File: config.mk
export PLATFORM = sky130hd
export DESIGN_NAME = alu_operand_stage
export DESIGN_NICKNAME = d
export VERILOG_FILES = /design/src/rtl/alu_operand_stage.sv
export SDC_FILE = /design/constraint.sdc
export NUM_CORES = 1
export LEC_CHECK = 0
export CORE_AREA = 2 2 246 248
export DETAILED_ROUTE_END_ITERATION = 8
export DIE_AREA = 0 0 248 250
export PLACE_DENSITY = 0.56
export SYNTH_ARGS = -nofsm -noshare
export SYNTH_HDL_FRONTEND = slang
export SYNTH_SLANG_ARGS = --single-unit
File: constraint.sdc
create_clock -name clk -period 4 [get_ports clk]
set_clock_uncertainty 0.1 [all_clocks]
set_input_delay 0.6 -clock clk [delete_from_list [all_inputs] [get_ports clk]]
set_output_delay 0.6 -clock clk [all_outputs]
set_load 0.02 [all_outputs]
File: src/rtl/alu_operand_stage.sv
// ALU operand stage between decode and execute: operand selection, result forwarding,
// load-use hazard detection and a registered operand pair behind a valid/ready handshake.
module alu_operand_stage #(
  parameter int XLEN    = 64,
  parameter int NUM_FWD = 2,
  parameter int CNT_W   = 16
) (
  input  logic                    clk,
  input  logic                    rstn,
  input  logic                    in_valid,
  output logic                    in_ready,
  input  logic [1:0]              alu_asel,
  input  logic [1:0]              alu_bsel,
  input  logic                    rs2_store,
  input  logic [4:0]              rs1_addr,
  input  logic [4:0]              rs2_addr,
  input  logic [XLEN-1:0]         reg_data1,
  input  logic [XLEN-1:0]         reg_data2,
  input  logic [XLEN-1:0]         pc,
  input  logic [XLEN-1:0]         imm_val,
  input  logic [NUM_FWD-1:0]      fwd_valid,
  input  logic [NUM_FWD-1:0]      fwd_pending,
  input  logic [5*NUM_FWD-1:0]    fwd_rd,
  input  logic [XLEN*NUM_FWD-1:0] fwd_data,
  input  logic                    flush,
  input  logic                    cnt_clr,
  output logic                    out_valid,
  input  logic                    out_ready,
  output logic [XLEN-1:0]         alu_op1,
  output logic [XLEN-1:0]         alu_op2,
  output logic [XLEN-1:0]         store_data,
  output logic [CNT_W-1:0]        stall_cnt
);

  localparam logic [1:0] ASEL_REG = 2'b01;
  localparam logic [1:0] ASEL_PC  = 2'b10;
  localparam logic [1:0] BSEL_REG = 2'b01;
  localparam logic [1:0] BSEL_IMM = 2'b10;
  localparam logic [1:0] BSEL_C4  = 2'b11;

  localparam logic [XLEN-1:0]  CONST_FOUR = {{(XLEN-3){1'b0}}, 3'b100};
  localparam logic [CNT_W-1:0] CNT_MAX    = {CNT_W{1'b1}};

  logic [XLEN-1:0]  op1_q, op1_d;
  logic [XLEN-1:0]  op2_q, op2_d;
  logic [XLEN-1:0]  st_q, st_d;
  logic             valid_q, valid_d;
  logic [CNT_W-1:0] cnt_q, cnt_d;

  logic [XLEN-1:0]  rs1_val, rs2_val;
  logic             rs1_pend, rs2_pend;
  logic             rs1_used, rs2_used;
  logic             hazard;
  logic             accept;

  // Scan oldest to youngest so the lowest matching index overrides the rest.
  always_comb begin
    rs1_val  = reg_data1;
    rs1_pend = 1'b0;
    rs2_val  = reg_data2;
    rs2_pend = 1'b0;
    for (int i = NUM_FWD - 1; i >= 0; i--) begin
      if (fwd_valid[i] && (fwd_rd[5*i +: 5] == rs1_addr) && (rs1_addr != 5'd0)) begin
        rs1_val  = fwd_data[XLEN*i +: XLEN];
        rs1_pend = fwd_pending[i];
      end
      if (fwd_valid[i] && (fwd_rd[5*i +: 5] == rs2_addr) && (rs2_addr != 5'd0)) begin
        rs2_val  = fwd_data[XLEN*i +: XLEN];
        rs2_pend = fwd_pending[i];
      end
    end
  end

  always_comb begin
    rs1_used = (alu_asel == ASEL_REG);
    rs2_used = (alu_bsel == BSEL_REG) || rs2_store;
    hazard   = in_valid && ((rs1_used && rs1_pend) || (rs2_used && rs2_pend));
  end

  // Handshake: a transfer happens on a rising edge where valid and ready are both high;
  // ready never waits on valid, and a holder keeps its payload stable until it transfers.
  always_comb begin
    in_ready = !hazard && (!valid_q || out_ready);
    accept   = in_valid && in_ready && !flush;
  end

  always_comb begin
    unique case (alu_asel)
      ASEL_REG: op1_d = rs1_val;
      ASEL_PC:  op1_d = pc;
      default:  op1_d = '0;
    endcase
    unique case (alu_bsel)
      BSEL_REG: op2_d = rs2_val;
      BSEL_IMM: op2_d = imm_val;
      BSEL_C4:  op2_d = CONST_FOUR;
      default:  op2_d = '0;
    endcase
    st_d = rs2_val;
  end

  // Flush only drops valid; operand registers are left as they are.
  always_comb begin
    valid_d = valid_q;
    if (flush) begin
      valid_d = 1'b0;
    end else if (accept) begin
      valid_d = 1'b1;
    end else if (out_ready) begin
      valid_d = 1'b0;
    end
  end

  always_comb begin
    cnt_d = cnt_q;
    if (cnt_clr) begin
      cnt_d = '0;
    end else if (hazard && !flush && (cnt_q != CNT_MAX)) begin
      cnt_d = cnt_q + 1'b1;
    end
  end

  always_ff @(posedge clk or negedge rstn) begin
    if (!rstn) begin
      valid_q <= 1'b0;
      cnt_q   <= '0;
    end else begin
      valid_q <= valid_d;
      cnt_q   <= cnt_d;
    end
  end

  always_ff @(posedge clk or negedge rstn) begin
    if (!rstn) begin
      op1_q <= '0;
      op2_q <= '0;
      st_q  <= '0;
    end else if (accept) begin
      op1_q <= op1_d;
      op2_q <= op2_d;
      st_q  <= st_d;
    end
  end

  assign out_valid  = valid_q;
  assign alu_op1    = op1_q;
  assign alu_op2    = op2_q;
  assign store_data = st_q;
  assign stall_cnt  = cnt_q;

endmodule
# Word-level counts from Yosys, hierarchy flattened
# Cells that the tools add are included.
[op_classes]
add_sub_neg = 1
multipliers = 0
n_div = 0
n_lt_le_gt_ge = 0
n_eq_ne = 10
shifts = 0
mux = 15
bitwise_logic = 0
n_reduce_logical = 26
[op_table]
columns = ["op", "count"]
rows = [
  ["64-bit 2-to-1 mux", 4],
  ["64-bit case mux with 3 select lines", 1],
  ["64-bit case mux with 2 select lines", 1],
  ["16-bit 2-to-1 mux", 2],
  ["5-bit == test", 4],
  ["16-bit by 1-bit adder with 16-bit output (second input constant)", 1],
  ["1-bit logical AND", 16],
  ["16-bit inequality test (second input constant)", 1],
  ["5-bit nonzero test", 2],
  ["1-bit 2-to-1 mux", 7],
  ["2-bit == test (second input constant)", 3],
  ["2-bit by 1-bit == test with 1-bit output (second input constant)", 2],
  ["1-bit logical NOT", 3],
  ["1-bit logical OR", 3],
  ["3-bit nonzero test", 1],
  ["2-bit nonzero test", 1],
]
[word_totals]
register_bits = 209
latchBits = 0
ram_bits = 0
rom_bits = 0
inputBits = 419
mem_count = 0

# Longest topological paths before layout
# Gate-level depths: netlist of run 1.
[depth]
ltp_word = 14
depth_mapped = 12
depth_no_buf = 7

# Least setup slack after synthesis of run 1
# OpenSTA, ideal clock, no wires.
[synth_path]
kind = "input -> output"
from = "input port rs2_addr[2]"
to = "output port in_ready"
t_arrival_ns = 2.208
required_time_ns = 3.300
setup_slack_ns = 1.092
cell_stages = 7
path_buffers = 1
path_cell_list = "or4_1 > nor2_1 > or4_1 > buf_2 > mux2i_2 > o22ai_1 > a21oi_1"
[synth_between]
elab_chain_cells = 10
word_cells_on_any_way = 14
cone_classes = "2 x eq/ne; 2 x mux; 10 x reduce/logical"
[synth_rtl]
columns = ["item", "line_no", "rtl"]
rows = [
  ["from (decl)", "16", "input logic [4:0] rs2_addr,"],
  ["5-bit == test", "67", "if (fwd_valid[i] && (fwd_rd[5*i +: 5] == rs2_addr) && (rs2_addr != 5'd0)) begin"],
  ["1-bit logical AND (2 in a row)", "67", ""],
  ["1-bit 2-to-1 mux", "67", ""],
  ["1-bit 2-to-1 mux (*)", "67", ""],
  ["1-bit logical AND (*)", "77", "hazard = in_valid && ((rs1_used && rs1_pend) || (rs2_used && rs2_pend));"],
  ["1-bit logical OR (*)", "77", ""],
  ["1-bit logical AND (*)", "77", ""],
  ["1-bit logical NOT (*)", "83", "in_ready = !hazard && (!valid_q || out_ready);"],
  ["1-bit logical AND (*)", "83", ""],
  ["to (decl)", "11", "output logic in_ready,"],
]
# Every way passes the cells marked *; elsewhere a longest branch is shown, timed or not.

# Worst setup path in the final report of run 1
[layout_path]
from = "input port rs1_addr[1]"
to = "output port in_ready"
[layout_between]
elab_chain_cells = 10
word_cells_on_any_way = 14
cone_classes = "2 x eq/ne; 2 x mux; 10 x reduce/logical"
[layout_rtl]
columns = ["item", "line_no", "rtl"]
rows = [
  ["from (decl)", "15", "input logic [4:0] rs1_addr,"],
  ["5-bit == test", "63", "if (fwd_valid[i] && (fwd_rd[5*i +: 5] == rs1_addr) && (rs1_addr != 5'd0)) begin"],
  ["1-bit logical AND (2 in a row)", "63", ""],
  ["1-bit 2-to-1 mux", "63", ""],
  ["1-bit 2-to-1 mux (*)", "63", ""],
  ["1-bit logical AND (*)", "77", ""],
  ["1-bit logical OR (*)", "77", ""],
  ["1-bit logical AND (*)", "77", ""],
  ["1-bit logical NOT (*)", "83", ""],
  ["1-bit logical AND (*)", "83", ""],
]
# Marked as above.

==> results.tsv, run 1 <==
stage	metric	value	unit
cells_and_area	share of layout cells above drive strength 1	7.77	%
hold_path	Hold Path Class	in2async	
timing	final setup vio count	0	
yosys	Mapped Area	11700	um^2
cells_and_area	Fill cells	6127	
placement	gpl congestion	0.875	
global_route	initial antenna violation count	5	
setup_path	WP buf/inv	2	
timing	Final Hold Fails	0	
floorplanning	Row Count	90	
yosys	Synthesis Warnings	0	
clock_tree	Worst-path clk slew	0.06	ns
yosys	Async SR Flop Fraction	100	%
yosys	area share of the largest cell type after synthesis	44.6	%
timing	RSZ-0062 raised after global routing	no	
setup_path	Crit Reg-Reg Endpoint	stall_cnt[7]	
floorplanning	Die ar.	62000	um^2
route	drt initial violations	576	
power	NetSw	0.00216	W
yosys	Cells after Synth	1286	
global_route	global-route wire length before repair	77.4	mm
yosys	Synth Flop Type	dfrtp_1	
job	max_cap viols	0	
setup_path	Crit. End Element	output pin	
global_route	largest net degree at the start of global routing	129	
setup_path	max incr delay on CP	0.56	ns
yosys	flip-flop and latch count after synthesis	209	
setup_path	Crit path depth	8	
route	total number of vias	12100	
setup_path	CP startpoint kind	input port	
route	antenna viol nets, final	0	
floorplanning	die width	248	um
yosys	most frequent cells after synthesis	209 x a21oi_1, 209 x dfrtp_1, 145 x o21ai_0, 136 x nand2_1, 130 x mux2i_1	
floorplanning	CORE AREA	59600	um^2
route	per-cell routed wire length	20.2	um
placement	# port buffers	628	
yosys	largest cells by area after synthesis	dfrtp_1 45%, mux2i_1 11%, a21oi_1 8.9%	
route	Post-Route WL	53.8	mm
clock_tree	clk_lat worst skew	0.53	ns
timing	Worst Max-Slew Pin Slew	1.00	ns
global_route	vias in the first global route	12400	
placement	Detailed Place HPWL	40.9	mm
yosys	Avg Synthesized Cell Area	9.12	um^2
route	# DRC	0	
yosys	post-synthesis sequential area ratio	44.6	%
cells_and_area	Layout area overhead	68.7	%
power	total leakage power	7.41	nW
power	sw frac	30.5	%
status	outcome	completed	
timing	Final Max Tran Viols	0	
setup_path	FF-to-FF setup slack	1.32	ns
clock_tree	Post-CTS Setup Bufs	0	
setup_path	Reg2Reg Depth	8	
timing	Rel. slew slack	33.1	%
setup_path	Worst Path Arrival	2.80	ns
timing	Total Neg Setup Slack	0	ns
timing	Final Critical Period	3.50	ns
clock_tree	CTS Root Buffer Type	clkbuf_16	
setup_path	Max FO, Critical Path	2	
global_route	GRT overflow	0	
clock_tree	sink count of the clock tree	209	
placement	pre-CTS setup slack	0.106	ns
yosys	number of distinct library cells after synthesis	38	
timing	Max Clk Rate	286	MHz
cells_and_area	nets@finish	2285	
route	routed vias/inst	4.54	
clock_tree	CTS tree	done	
route	DR pass1 iterations	5	
timing	final cycle utilization of the critical path	87.4	%
cells_and_area	multi-input logic area	6040	um^2
power	Logic pwr share	31.4	%
floorplanning	Starting Density	19.7	%
global_route	Overall Global Routing Usage	16.4	%
power	Internal	0.00491	W
setup_path	worst path cell trace	clkdlybuf4s50_1 -> or4_1 -> o211ai_1 -> nor4_1 -> mux2i_1 -> o22ai_1 -> a21oi_1 -> dlymetal6s2s_1	
power	Pwr Density	358	nW/um^2
setup_path	critical register-to-register path startpoint	stall_cnt[0]	
placement	Post-DP Area	19000	um^2
cells_and_area	register area	5230	um^2
power	sequential power share	36.2	%
cells_and_area	Final Core Density	33.2	%
cells_and_area	cell area after layout	19800	um^2
clock_tree	maximum clock path buffer count	3	
yosys	Post-synth EDFFs	0	
clock_tree	htree depth	1	
floorplanning	Die H	250	um
yosys	Net Count, Synth	1708	
yosys	cell taking the most area after synthesis	dfrtp_1	
setup_path	family with the most delay on the worst path	buffers and inverters	
setup_path	required time worst endpoint	3.30	ns
setup_path	Slowest-stage cell, CP	or4_1	
power	worst vdd rail ir drop	0.000257	V
floorplanning	# IOs	629	
setup_path	Crit Path Category	in2out	
timing	setup ws final	0.503	ns
power	Clock power frac	32.4	%
clock_tree	Num CTS Buffers	25	
-- power groups by stage --
stage	logic, W	clock network, W	registers (W)
detailed placement	0.00224	0	0.00260
floorplan	0.000530	0	0.00293
finish	0.00222	0.00229	0.00256
global placement	0.00223	0	0.00259
CTS	0.00225	0.00239	0.00256
global route	0.00236	0.00246	0.00259
-- cell type report --
cell class | count | share of cell area, %
clock buffer | 39 | 3.68
sequential | 209 | 26.4
inverter | 6 | 0.114
clock inverter | 5 | 0.399
multi-input combinational | 958 | 30.5
antenna | 3 | 0.0380
tap | 782 | 4.95
timing repair buffer | 663 | 33.8
-- stage by stage --
step	power, W	instances	hold slack [ns]
floorplan	0.00346	1286	0.204
global placement	0.00481	2618	0.362
detailed placement	0.00484	2618	0.370
CTS	0.00720	2662	0.0899
global route	0.00742	2664	0.123
finish	0.00707	2665	0.00567
-- worst max path at each step --
stage                startpoint       end  slack, ns
floorplan           rs2_addr[2]  in_ready       1.09
finish              rs1_addr[1]  in_ready       0.50
global route        rs1_addr[1]  in_ready       0.33
global placement    rs1_addr[1]  in_ready       0.10
CTS                 rs1_addr[1]  in_ready       0.09
detailed placement  rs1_addr[1]  in_ready       0.11
-- flip-flops by register name, summed over array words and instances (netlist names) --
name,count
store_data,64
alu_op2,64
stall_cnt,16
out_valid,1
alu_op1,64
-- metal layers --
layer | part of all wire, % | global-route usage, % | up-vias
met5 | 0.050 | 0 | -
met4 | 2.8 | 5.18 | 4
met3 | 8.2 | 4.30 | 76
met2 | 49 | 28.8 | 463
met1 | 40 | 19.2 | 5764
li1 | - | - | 5786
-- cells in the final DEF (no fill, tap or decap), drive strengths merged, types with 2 or more instances in the layout --
cell             n
a21oi          209
a22oi           63
and2             2
and3             5
buf             36
bufinv           2
clkbuf          39
clkdlybuf4s50  626
clkinv           2
dfrtp          209
diode            3
ha               3
inv              7
mux2            64
mux2i          131
nand2          136
nand3            7
nand4            3
nor2            72
nor2b            3
nor3             2
nor4             2
o211ai           2
o21ai          201
o22a             2
o31ai            6
or3              9
or4              9
xnor2           15
xor2             6
-- cell families (layout without fill, tap and decap cells) --
| logic type | count (synthesis) | count (layout) | synth area share (%) |
|---|---|---|---|
| mux | 195 | 195 | 17.6 |
| simple gates | 253 | 253 | 9.08 |
| buf+inv | 119 | 713 | 4.44 |
| fa+ha+maj | 3 | 3 | 0.320 |
| compound gates | 486 | 486 | 22.4 |
| other cells | 0 | 3 | 0 |
| xor+xnor | 21 | 21 | 1.57 |
| flops | 209 | 209 | 44.6 |
-- timing repair --
| action | in CTS | in global routing |
|---|---|---|
| hold buffers | 0 | 0 |
| gates resized for setup | 0 | 1 |
| endpoints found under the hold margin | 0 | 0 |
| setup endpoints to repair | 0 | 1 |
No activity file was read; power rests on OpenSTA's default activity.
==> run 2: changes to the inputs <==
SKIP_CTS_REPAIR_TIMING = 1   (was unset)
==> results of run 2 <==
The final DEF is identical to that of run 1; final timing and power are the same.
